<file path="config.mk">
export PLATFORM = sky130hd
export DESIGN_NAME = inst_fetch
export DESIGN_NICKNAME = d
export VERILOG_FILES = /design/src/rtl/inst_fetch.sv
export SDC_FILE = /design/constraint.sdc
export NUM_CORES = 1
export LEC_CHECK = 0
export ABC_AREA = 1
export CAP_MARGIN = 20
export CORE_UTILIZATION = 54
export DETAILED_ROUTE_END_ITERATION = 6
export GPL_ROUTABILITY_DRIVEN = 0
export GPL_TIMING_DRIVEN = 0
export PLACE_DENSITY_LB_ADDON = 0.25
export SLEW_MARGIN = 15
export SYNTH_ARGS = -nofsm -noshare
export SYNTH_HDL_FRONTEND = slang
export SYNTH_SLANG_ARGS = --single-unit
</file>
<file path="constraint.sdc">
create_clock -name clk -period 7.5 [get_ports clk]
set_clock_uncertainty 0.2 [all_clocks]
set_input_delay 1.5 -clock clk [delete_from_list [all_inputs] [get_ports clk]]
set_output_delay 1.5 -clock clk [all_outputs]
set_load 0.02 [all_outputs]
</file>
<file path="src/rtl/inst_fetch.sv">
// Instruction fetch responder: takes a pc/ce request and reads four consecutive bytes
// from a byte-wide synchronous memory, returning one little-endian 32-bit word.
module inst_fetch #(
    parameter int ADDR_WIDTH = 17
) (
    input  logic                  clk,
    input  logic                  rst,
    input  logic [31:0]           pc,
    input  logic                  ce,
    output logic                  stall_req,
    output logic [31:0]           inst,
    output logic                  inst_valid,
    output logic [ADDR_WIDTH-1:0] mem_a,
    output logic                  mem_rd,
    input  logic [7:0]            mem_din
);

    typedef enum logic {
        S_IDLE,
        S_FETCH
    } state_t;

    state_t                r_state;
    logic [2:0]            r_cnt;
    logic [ADDR_WIDTH-1:0] r_addr_q;
    logic [23:0]           r_buf;

    logic [ADDR_WIDTH-1:0] w_addr_next;
    logic                  w_unused_pc_hi;

    // Address of the next byte to request; wraps naturally at 2^ADDR_WIDTH.
    assign w_addr_next    = r_addr_q + ADDR_WIDTH'(r_cnt) + ADDR_WIDTH'(1);
    assign w_unused_pc_hi = ^pc[31:ADDR_WIDTH];

    always_ff @(posedge clk or posedge rst) begin
        if (rst) begin
            r_state    <= S_IDLE;
            r_cnt      <= 3'd0;
            r_addr_q   <= '0;
            r_buf      <= 24'd0;
            mem_a      <= '0;
            mem_rd     <= 1'b0;
            stall_req  <= 1'b0;
            inst       <= 32'h0000_0000;
            inst_valid <= 1'b0;
        end else begin
            inst_valid <= 1'b0;
            case (r_state)
                S_IDLE: begin
                    if (ce) begin
                        r_addr_q  <= pc[ADDR_WIDTH-1:0];
                        mem_a     <= pc[ADDR_WIDTH-1:0];
                        mem_rd    <= 1'b1;
                        stall_req <= 1'b1;
                        r_cnt     <= 3'd0;
                        r_state   <= S_FETCH;
                    end else begin
                        mem_rd    <= 1'b0;
                        stall_req <= 1'b0;
                    end
                end
                S_FETCH: begin
                    r_cnt <= r_cnt + 3'd1;
                    if (r_cnt <= 3'd2) begin
                        mem_a <= w_addr_next;
                    end
                    if (r_cnt == 3'd3) begin
                        mem_rd <= 1'b0;
                    end
                    // Read data lags the address by one cycle, so lane (cnt-1) arrives now.
                    case (r_cnt)
                        3'd1: r_buf[7:0]   <= mem_din;
                        3'd2: r_buf[15:8]  <= mem_din;
                        3'd3: r_buf[23:16] <= mem_din;
                        3'd4: begin
                            inst       <= {mem_din, r_buf};
                            inst_valid <= 1'b1;
                            stall_req  <= 1'b0;
                            r_cnt      <= 3'd0;
                            r_state    <= S_IDLE;
                        end
                        default: ;
                    endcase
                end
                default: r_state <= S_IDLE;
            endcase
        end
    end

endmodule

</file>
==> Word level (Yosys, flattened, before mapping) <==
Cells that the tools add are included.
{ "word_totals": {"in_bits": 43, "register_bits": 97, "output_inout_bits": 52, "wordCells": 45} }
{ "classes": {"n_eq_ne": 8, "n_bitwise": 1, "order_cmp": 1, "add_sub_neg": 3, "muxes": 15, "reduce_logical": 6} }
{ "ops": {"columns": ["op", "count"], "rows": [
  ["2-to-1 mux 17 bit", 2],
  ["one-hot mux 17 bit (2 select lines)", 1],
  ["adder 17 x 1 -> 17 bit, second input constant", 1],
  ["adder 17 x 3 -> 17 bit", 1],
  ["AND reduction 2 bit", 6],
  ["equality test 3 x 2 -> 1 bit, second input constant", 2],
  ["2-to-1 mux 1 bit", 6],
  ["2-to-1 mux 3 bit", 2],
  ["!= test 2 x 1 -> 1 bit, second input constant", 3],
  ["one-hot mux 1 bit (2 select lines)", 3],
  ["one-hot mux 3 bit (2 select lines)", 1],
  ["adder 3 x 1 -> 3 bit, second input constant", 1],
  ["equality test 3 x 1 -> 1 bit, second input constant", 1],
  ["equality test 3 bit, second input constant", 1],
  ["less-or-equal comparator 3 x 2 -> 1 bit, second input constant", 1],
  ["!= test 2 bit, second input constant", 1],
  ["NOT 1 bit", 1]
]} }

==> Longest topological paths before layout <==
{ "depth": {"word_depth": 4, "depth_mapped": 12, "ltp_nobuf": 12} }

==> Worst setup path after synthesis <==
No wires, ideal clock.
{ "synth_timing": {"kind": "input to register", "start": "input ce", "end": "register mem_a[3]", "t_required_ps": 7176, "stages": 6, "arrival_ps": 2092, "setup_ps": 124, "path_slack_ps": 5084, "n_path_buf": 1, "path_cell_list": "nand2_2 > nand2_4 > inv_4 > buf_4 > a21oi_1 > a21oi_1"} }
{ "synth_between": {"elab_chain_len": 2} }
{ "synth_rtl": {"columns": ["element", "line", "text"], "rows": [
  ["start: declaration", "9", "input logic ce,"],
  ["!= test 2 bit (no line)", null, null],
  ["AND reduction 2 bit (no line)", null, null],
  ["end signal: assignment", "52", "mem_a <= pc[ADDR_WIDTH-1:0];"],
  ["end signal: assignment", "65", "mem_a <= w_addr_next;"],
  ["end: declaration", "13", "output logic [ADDR_WIDTH-1:0] mem_a,"]
]} }
Every way passes these cells.
A chain may end at the register's enable or synchronous reset.

==> Worst setup path after layout <==
{ "layout_timing": {"start": "register mem_a[7]", "end": "output mem_a[7]"} }
No word-level cell between the ends.

==> impl_metrics.tcl <==
set metrics [dict create \
    ys_warn_count 0 \
    rsz0062_at_grt "no" \
    maxCapViolations 0 \
    clkLatencyLatePin_ns 0.37 \
    viasPerCell 5.14 \
    min_to "inst[0]" \
    crit_buf_inv 1 \
    maxSlewViolCount 0 \
    cts_setup_buffers 0 \
    path_cells "clkdlybuf4s50_1" \
    grt_pass1_wl_um 16500 \
    cp_num_cells 1 \
    grt_use_total_pct 25.4 \
    diodes 0 \
    outcome "finished, final reports clean" \
    synth_fa_ha_area_share_pct 2.81 \
    netlist.area_leader.share_pct 56.7 \
    wl_per_cell_um 13.7 \
    vias 3641 \
    initial_core_util_pct 55.6 \
    yosys.area_share.simple_pct 23.7 \
    final.min_clock_period_ns 3.07 \
    startpoint_type "register" \
    ys_seq_area_share_pct 56.7 \
    mappedNetlistArea_um2 4280 \
    seq_area_um2 2430 \
    finalHoldViolCount 0 \
    ff2ff_setup_slack_ns 5.18 \
    drtPass1Iterations 5 \
    hold_path.startpoint "inst[0]" \
    cts_tree "yes" \
    hold_path_class "reg2reg" \
    initialDrtViolationCount 239 \
    cp_data_arrival_time_ns 1.37 \
    layout.cells.non_filler 709 \
    dpl.cell_count 693 \
    holdBufCountCts 0 \
    dieArea_um2 8280 \
    fin_crit_sh_pct 40.9 \
    nFillCells 639 \
    grt_pass1_vias 3535 \
    syn_area_per_cell_um2 8.37 \
    critPathKind "reg2out" \
    drive_above_1_share_pct 6.43 \
    synth.area.top_cells "dfrtp_1 57%, nand2_1 18%, o21ai_0 5.7%" \
    cts_buffers 9 \
    grt_overflow_total 0 \
    cp.required_ns 5.80 \
    crit_fanout 2 \
    cpPeakStageDelay_ns 0.61 \
    tightest_slew_ns 0.757 \
    post_cts_resized 0 \
    synth_async_sr_flop_share_pct 100 \
    relSlewSlack_pct 49.5 \
    cts_max_level 3 \
    wirelength_um 9710 \
    antenna_left 0 \
    synthMuxAreaShare_pct 0.526 \
    fp.coreArea_um2 7690 \
    synth.lib_cells_used.distinct 28 \
    numPortBuffers 79 \
    synth_top_family_by_area "simple AND/OR/NAND/NOR gates" \
    p_leak_uw 0.00271 \
    rr_startpoint "r_cnt[0]" \
    synth_compound_area_share_pct 9.71 \
    die_x_um 91.0 \
    cpMaxStageDelayCell "clkdlybuf4s50_1" \
    multi_input_area_um2 1580 \
    ff2ff_path_depth 11 \
    clock_path_buffers 2 \
    tns_ns 0 \
    antenna_found_initial 0 \
    ys.flop_type "dfrtp_1" \
    clock-sinks 97 \
    final_area_um2 5440 \
    synth_xor_area_share_pct 0.205 \
    synth_edf_count 0 \
    rows 32 \
    clk_pin_slew_ns 0.11 \
    vdd_drop_max_v 0.000231 \
    synth_seq_cells 97 \
    final_nets 654 \
    fp.dieH_um 91.0 \
    io_pins 95 \
    placed_cell_area_um2 5220 \
    r2r-end "mem_a[8]" \
    synth_cells 511 \
    critPathTopFamily "buffers and inverters" \
    synth_largest_area_cell "dfrtp_1" \
    critPathCaptureType "output pin" \
    setup_viol_count_final 0 \
    post-dp-hpwl_um 6970 \
    p_per_area_nw_per_um2 461 \
    syn-num-nets 563 \
    syn_to_final_growth_pct 27.1 \
    drc 0 \
    root_buffer "clkbuf_8" \
    fmax_mhz 326 \
    grt_max_degree 63 \
    hold_depth 2 \
]
## synth_stat cells (4+ instances only)
library cell and number:
nand4_1 4, nor2_1 22, nand2_1 205, o21ai_0 49
o21ai_1 8, a21oi_1 17, clkbuf_1 9, nand3_1 17
inv_1 47, dfrtp_1 97, buf_2 8, ha_1 8
## power by group
| part | internal, µW | switching (µW) | total (µW) |
|---|---|---|---|
| Combinational | 494 | 687 | 1180 |
| Clock | 165 | 200 | 364 |
| Sequential | 781 | 179 | 960 |
| Total | 1440 | 1070 | 2510 |
## cell usage in the layout, fill, tap and decap left out
master | netlist | layout
nand3_1 | 17 | 17
buf_4 | 1 | 1
mux2_2 | 2 | 2
ha_1 | 8 | 8
clkbuf_1 | 9 | 9
inv_6 | 0 | 2
o21ai_1 | 8 | 8
inv_8 | 0 | 2
o22ai_1 | 1 | 1
o21ai_0 | 49 | 49
clkinv_4 | 0 | 1
nand4_1 | 4 | 4
o21a_1 | 2 | 2
nor2_1 | 22 | 22
inv_4 | 1 | 2
xnor2_1 | 1 | 1
buf_12 | 0 | 1
a31oi_1 | 1 | 1
nor2_4 | 1 | 1
dfrtp_1 | 97 | 97
inv_1 | 47 | 46
o21ai_2 | 1 | 1
nand2_2 | 2 | 2
fa_1 | 1 | 1
buf_2 | 8 | 8
a21oi_1 | 17 | 17
nor2_2 | 2 | 2
clkbuf_8 | 0 | 9
bufinv_16 | 0 | 1
nand2_4 | 1 | 1
or2_2 | 1 | 1
clkdlybuf4s50_1 | 0 | 79
inv_2 | 1 | 1
clkinv_8 | 0 | 1
nand2_1 | 205 | 205
o221ai_1 | 1 | 1
## kinds of logic after synthesis
group,after synthesis
AO/OA/AOI/OAI,80
XOR/XNOR,1
adder cells (fa/ha/maj),9
buffers and inverters,67
flip-flops,97
multiplexers,2
AND/OR/NAND/NOR,255
## per-layer routing
layer  global-route usage, %  vias to the layer above  part of all wire [%]
met5                       0                        -                     0
met4                    11.2                        0                   2.2
met3                    4.19                       20                   5.1
met2                    41.9                      116                    49
met1                    33.4                     1718                    44
li1                        -                     1787                     -
## registers in the layout, summed over array words and instances, names as in the netlist
signal / count
inst: 32
r_addr_q: 17
r_buf: 24
inst_valid: 1
mem_rd: 1
mem_a: 17
r_state: 1
stall_req: 1
r_cnt: 3
## how the worst max path moves through the flow
stage                        endpoint      from  slack, ns
final                        mem_a[7]  mem_a[7]       4.43
after global routing         mem_a[7]  mem_a[7]       4.40
after CTS                    mem_a[7]  mem_a[7]       4.42
after detailed placement     mem_a[3]        ce       4.40
after global placement    r_addr_q[1]       rst       1.92
after floorplan               inst[0]       rst       3.27
## per-stage QoR
stage | setup WS (ns) | hold slack [ns] | power, µW | util (%)
floorplan | 3.27 | 0.249 | 1670 | -
global placement | 1.92 | 0.253 | 2100 | 67.6
detailed placement | 4.40 | 0.258 | 2150 | 67.9
CTS | 4.42 | 0.285 | 2520 | 70.7
global route | 4.40 | 0.305 | 2700 | 70.7
finish | 4.43 | 0.279 | 2510 | 70.7
## final cells by class
class	count	share of cell area [%]
repair buffers	80	14.9
inverters	49	3.47
multi-input cells	347	29.1
clock buffers	9	2.28
clock inverters	7	1.75
plain buffers	18	1.50
flip-flops and latches	97	44.6
well taps	102	2.35
Note: power is estimated with default switching activity, not from simulation.
